===== src/rtl/lamp_sequencer_if.sv =====
// Lamp-bar bundle: switch input toward the sequencer and lamp/status outputs back.
// master = switch/board side, slave = lamp_sequencer.
interface lamp_sequencer_if;
  localparam int unsigned N_LAMPS = 16;
  localparam int unsigned CNT_W   = 5;

  logic               flick;
  logic [N_LAMPS-1:0] lamps;
  logic [CNT_W-1:0]   count;
  logic               increase;
  logic               busy;

  modport master (output flick, input lamps, count, increase, busy);
  modport slave  (input flick, output lamps, count, increase, busy);
endinterface


===== src/rtl/lamp_sequencer.sv =====
// 16-lamp fill/drain sequencer: 0->16->5->10->0, one step per TICK_DIV cycles.
// Optional restart-during-drain feature enabled by defining LAMP_SEQ_KICKBACK_EN.
module lamp_sequencer #(
  parameter int unsigned TICK_DIV = 25_000_000,
  parameter int unsigned N_LAMPS  = 16
) (
  input  logic              clk,
  input  logic              rst,
  lamp_sequencer_if.slave   bus
);
  localparam int unsigned CNT_W = 5;
  localparam int unsigned PRE_W = (TICK_DIV > 1) ? $clog2(TICK_DIV) : 1;

  typedef enum logic [2:0] {
    IDLE   = 3'd0,
    UP_A   = 3'd1,
    DOWN_A = 3'd2,
    UP_B   = 3'd3,
    DOWN_B = 3'd4
  } state_t;

  state_t             state, state_nxt;
  logic [CNT_W-1:0]   count_r, count_nxt;
  logic [PRE_W-1:0]   pre, pre_nxt;
  logic               flick_q;
  logic               flick_edge;
  logic               step;
  logic               kick;
  logic [N_LAMPS-1:0] lamps_c;

  assign flick_edge = bus.flick & ~flick_q;
  assign step       = (pre == PRE_W'(TICK_DIV - 1));

`ifdef LAMP_SEQ_KICKBACK_EN
  assign kick = flick_edge;
`else
  assign kick = 1'b0;
`endif

  // flick_q resets high so a switch held on through reset is not seen as an edge
  always_ff @(posedge clk) begin
    if (rst) begin
      state   <= IDLE;
      count_r <= CNT_W'(0);
      pre     <= PRE_W'(0);
      flick_q <= 1'b1;
    end else begin
      state   <= state_nxt;
      count_r <= count_nxt;
      pre     <= pre_nxt;
      flick_q <= bus.flick;
    end
  end

  // Next-state, count and prescaler; boundaries are checked on the new count
  always_comb begin
    state_nxt = state;
    count_nxt = count_r;
    pre_nxt   = step ? PRE_W'(0) : pre + PRE_W'(1);
    unique case (state)
      IDLE: begin
        pre_nxt   = PRE_W'(0);
        count_nxt = CNT_W'(0);
        if (flick_edge) state_nxt = UP_A;
      end
      UP_A: begin
        if (step) begin
          if (count_r >= CNT_W'(N_LAMPS)) begin
            // already full after a kickback at the top: turn straight back down
            count_nxt = count_r - CNT_W'(1);
            state_nxt = DOWN_A;
          end else begin
            count_nxt = count_r + CNT_W'(1);
            if (count_nxt == CNT_W'(N_LAMPS)) state_nxt = DOWN_A;
          end
        end
      end
      DOWN_A: begin
        if (kick) begin
          state_nxt = UP_A;
          pre_nxt   = PRE_W'(0);
        end else if (step) begin
          count_nxt = count_r - CNT_W'(1);
          if (count_nxt == CNT_W'(5)) state_nxt = UP_B;
        end
      end
      UP_B: begin
        if (step) begin
          count_nxt = count_r + CNT_W'(1);
          if (count_nxt == CNT_W'(10)) state_nxt = DOWN_B;
        end
      end
      DOWN_B: begin
        if (kick) begin
          state_nxt = UP_A;
          pre_nxt   = PRE_W'(0);
        end else if (step) begin
          count_nxt = count_r - CNT_W'(1);
          if (count_nxt == CNT_W'(0)) state_nxt = IDLE;
        end
      end
      default: begin
        state_nxt = IDLE;
        count_nxt = CNT_W'(0);
        pre_nxt   = PRE_W'(0);
      end
    endcase
  end

  // Thermometer decode of the registered count
  always_comb begin
    lamps_c = '0;
    for (int i = 0; i < int'(N_LAMPS); i++) begin
      lamps_c[i] = (CNT_W'(i) < count_r);
    end
  end

  assign bus.lamps    = lamps_c;
  assign bus.count    = count_r;
  assign bus.increase = (state == UP_A) || (state == UP_B);
  assign bus.busy     = (state != IDLE);

endmodule


===== src/flat_wrapper.sv =====
// flat-port wrapper written by rule: the top's interface ports become plain ports
module lamp_sequencer_flat 
#(
  parameter int unsigned TICK_DIV = 25_000_000,
  parameter int unsigned N_LAMPS  = 16
)
  (clk, rst, bus_flick, bus_lamps, bus_count, bus_increase, bus_busy);
  lamp_sequencer_if bus_i ();
  input  logic clk;
  input  logic rst;
  input wire logic [$bits(bus_i.flick)-1:0] bus_flick;
  output wire logic [$bits(bus_i.lamps)-1:0] bus_lamps;
  output wire logic [$bits(bus_i.count)-1:0] bus_count;
  output wire logic [$bits(bus_i.increase)-1:0] bus_increase;
  output wire logic [$bits(bus_i.busy)-1:0] bus_busy;
  assign bus_i.flick = bus_flick;
  assign bus_lamps = bus_i.lamps;
  assign bus_count = bus_i.count;
  assign bus_increase = bus_i.increase;
  assign bus_busy = bus_i.busy;
  lamp_sequencer #(.TICK_DIV(TICK_DIV), .N_LAMPS(N_LAMPS)) u_core (.clk(clk), .rst(rst), .bus(bus_i));
endmodule

===== config.mk =====
export PLATFORM = sky130hd
export DESIGN_NAME = lamp_sequencer_flat
export DESIGN_NICKNAME = d
export VERILOG_FILES = /design/src/rtl/lamp_sequencer_if.sv /design/src/rtl/lamp_sequencer.sv /design/src/flat_wrapper.sv
export SDC_FILE = /design/constraint.sdc
export NUM_CORES = 1
export LEC_CHECK = 0
export CAP_MARGIN = 20
export CORE_ASPECT_RATIO = 2
export CORE_MARGIN = 5
export CORE_UTILIZATION = 44
export DETAILED_ROUTE_END_ITERATION = 8
export HOLD_SLACK_MARGIN = 0.05
export PLACE_DENSITY = 0.65
export SLEW_MARGIN = 15
export SYNTH_ARGS = -nofsm -noshare
export SYNTH_HDL_FRONTEND = slang
export SYNTH_SLANG_ARGS = --single-unit

===== constraint.sdc =====
create_clock -name clk -period 4.9 [get_ports clk]
set_input_delay 0.735 -clock clk [delete_from_list [all_inputs] [get_ports clk]]
set_output_delay 0.735 -clock clk [all_outputs]
set_load 0.05 [all_outputs]

==> flow_summary.yaml <==
job:
  maxCapViolations: 0
drt:
  wl_per_cell_um: 14.81
  via_per_inst: 5.758
  vias: 1952
  drtAntennaViolNets: 0
  routed_wl_mm: 5.019
  drc_errors: 0
  dr.pass1.iters: 4
  drt_iter0_drc: 88
floorplanning:
  die-width_um: 59.57
  initial_utilization: 0.4486
  placementRows: 36
  ioPinCount: 26
  dieHeight_um: 109.1
  dieArea_um2: 6501
  core_um2: 4820
timing:
  worst_pin_slew_ps: 921.7
  setup_viol: 0
  rsz0062_at_grt: "no"
  period_share: 0.6219
  fmax_mhz: 328.2
  slew_headroom: 0.3855
  hold_viol: 0
  final.setup.tns_ps: 0
  slew_viol_final: 0
  fin_skew_ps: 3.229
  fin_crit_ps: 3047
yosys:
  synth_top_cell_by_area: "dfxtp_1"
  synthXorXnorAreaFrac: 0.1175
  synth_cells: 269
  synthDominantCellAreaShare: 0.3148
  syn_area_per_cell_um2: 8.037
  synth_area_leaders: "dfxtp_1 (31%), xor2_1 (7.3%), nor2_1 (6.3%)"
  synth_seq_area_share: 0.3148
  yosysWarnings: 0
  synth_compound_area_frac: 0.1424
  synth-simple-area-share: 0.3096
  synth_seq_cells: 34
  synth-edff-count: 0
  synth_ff_type: "dfxtp_1"
  ys_async_sr_fraction: 0
  synth_top_family_by_area: "simple AND/OR/NAND/NOR gates"
  syn_nets: 279
  ys_types: 49
  synth_mux_area_frac: 0.01910
  synth_fa_ha_area_frac: 0.04051
  syn_area_um2: 2162
grt:
  grt_use_met1: 0.1674
  globalRouteMet3Util: 0.03081
  busiest_layer: "met2"
  grt_pass1_wl_mm: 8.707
  grt_max_degree: 26
  antenna_found_initial: 0
  overflow: 0
  gr-usage-met2: 0.3263
  grt_usage: 0.1732
  grt_pass1_vias: 1897
critical_path:
  cp.buffers_inverters: 2
  critical_path_cell_count: 4
  endpoint: "bus_lamps[1]"
  crit_fanout: 18
  r2r_setup_slack_ps: 2160
  worstPathCellList: "inv_1 > ha_1 > o21ai_0 > clkdlybuf4s50_1"
  critPathKind: "reg -> out"
  crit_start: "u_core.bus.count[1]"
  critPathLaunchType: "register"
  cpMaxStageDelayCell: "clkdlybuf4s50_1"
  r2r_start: "u_core.bus.count[0]"
  cp_data_required_time_ps: 4160
  rr_worst_depth: 7
  crit_family: "buffers and inverters"
  r2r-end: "u_core.state[0]"
  worstSetupEndpointType: "primary output"
  slowest_delay_ps: 820
  crit_arrival_ps: 2310
cells_and_area:
  drive_gt1_frac: 0.05319
  final_nets: 293
  num_antenna_cells: 0
  final_core_util: 0.5158
  synthToLayoutAreaGrowth_pct: 14.99
power_and_ir_drop:
  peakVddDrop_uv: 170.5
  p_leak_uw: 0.0008856
  p_per_area_nw_per_um2: 254.4
placed_design:
  io_buffers: 25
  gp_congestion: 0.8088
  hpwl_mm: 3.758
clocking:
  htree_levels: 2
  clk_latency_ps: 280
  clk_path_buf_depth: 2
  cts.sinks: 34
  cts_tree: "done"
  cts-root-buf: "clkbuf_8"
  post-cts-setup-buffers: 0
  cts_buffers: 5
  clkTransAtPathRegs_ps: 60
  ctsHoldBuffers: 0
  ctsResizeCount: 0
run_status:
  status: "finished, final reports clean"
hold_path:
  hold_class: "reg -> reg"
-- worst reg2reg max path: cells and delay by family, from the launching register on --
family | cells | cell delay (ps)
simple gates | 2 | 840
flops | 1 | 460
xor+xnor | 1 | 180
mux | 1 | 360
compound gates | 1 | 210
fa+ha+maj | 1 | 320
buf+inv | 1 | 270
-- registers in the layout, indices dropped and copies added, names as in the netlist --
register,cells
u_core.state,3
u_core.flick_q,1
u_core.bus.count,5
u_core.pre,25
-- where the power goes --
| part | switching (µW) | internal [µW] |
|---|---|---|
| clock | 93.8 | 108 |
| sequential | 17.8 | 283 |
| combinational | 80.9 | 48.2 |
| total | 193 | 440 |
-- routing by layer --
layer / vias up / share of wire
met5: - / 0
met4: 0 / 0.037
met3: 15 / 0.046
met2: 52 / 0.56
met1: 917 / 0.36
li1: 968 / -
-- final cells by class --
| type | count | area, µm² |
|---|---|---|
| inverter | 11 | 41.29 |
| timing repair buffer | 25 | 250.2 |
| sequential | 34 | 680.7 |
| multi-input combinational | 206 | 1360 |
| fill | 483 | 2333 |
| clock buffer | 6 | 82.58 |
| tap | 57 | 71.32 |
-- Yosys cell counts, types with 9 or more instances --
cell type / count
nor2_1: 36
dfxtp_1: 34
nand2_1: 18
xor2_1: 18
nand3_1: 14
nand4_1: 12
inv_1: 11
o21ai_0: 11
xnor2_1: 11
clkbuf_1: 9
nand2b_1: 9
-- cells by family after synthesis --
group                    after synthesis
XOR/XNOR                              29
flip-flops                            34
buffers and inverters                 29
multiplexers                           4
AO/OA/AOI/OAI                         44
AND/OR/NAND/NOR                      122
adder cells (fa/ha/maj)                7
-- layout by cell type, fill, tap and decap left out, types with 5 or more instances in the layout --
master | netlist | layout
a21oi_1 | 5 | 5
inv_1 | 11 | 11
nand3_1 | 14 | 14
xnor2_1 | 11 | 11
nand2b_1 | 9 | 9
nand4_1 | 12 | 12
nor2_1 | 36 | 36
o21ai_0 | 11 | 11
nand2_1 | 18 | 18
clkdlybuf4s50_1 | 0 | 25
clkbuf_8 | 0 | 6
xor2_1 | 18 | 18
dfxtp_1 | 34 | 34
ha_1 | 7 | 7
-- stage by stage --
step                      total power, µW  instance area [µm²]  std cells  worst slack [ps]  hold WS, ps
final                               632.4                 2486        339              1853        475.5
after global routing                668.5                 2486        339              1695        513.9
after CTS                           639.9                 2486        339              1830        482.4
after detailed placement            436.8                 2404        333              2155        466.3
after global placement              436.9                 2404        333              2148        451.1
after floorplan                     407.8                 2162        269              1685        430.0
-- worst min-delay path by stage --
stage               cells past startpoint          start  slack, ps       endpoint
floorplan                               1  u_core.pre[0]        430  u_core.pre[0]
global placement                        1  u_core.pre[0]        450  u_core.pre[0]
detailed placement                      1  u_core.pre[0]        470  u_core.pre[0]
CTS                                     1  u_core.pre[0]        480  u_core.pre[0]
global route                            1  u_core.pre[0]        510  u_core.pre[0]
finish                                  1  u_core.pre[0]        480  u_core.pre[0]
(Power assumes the default switching activity.)
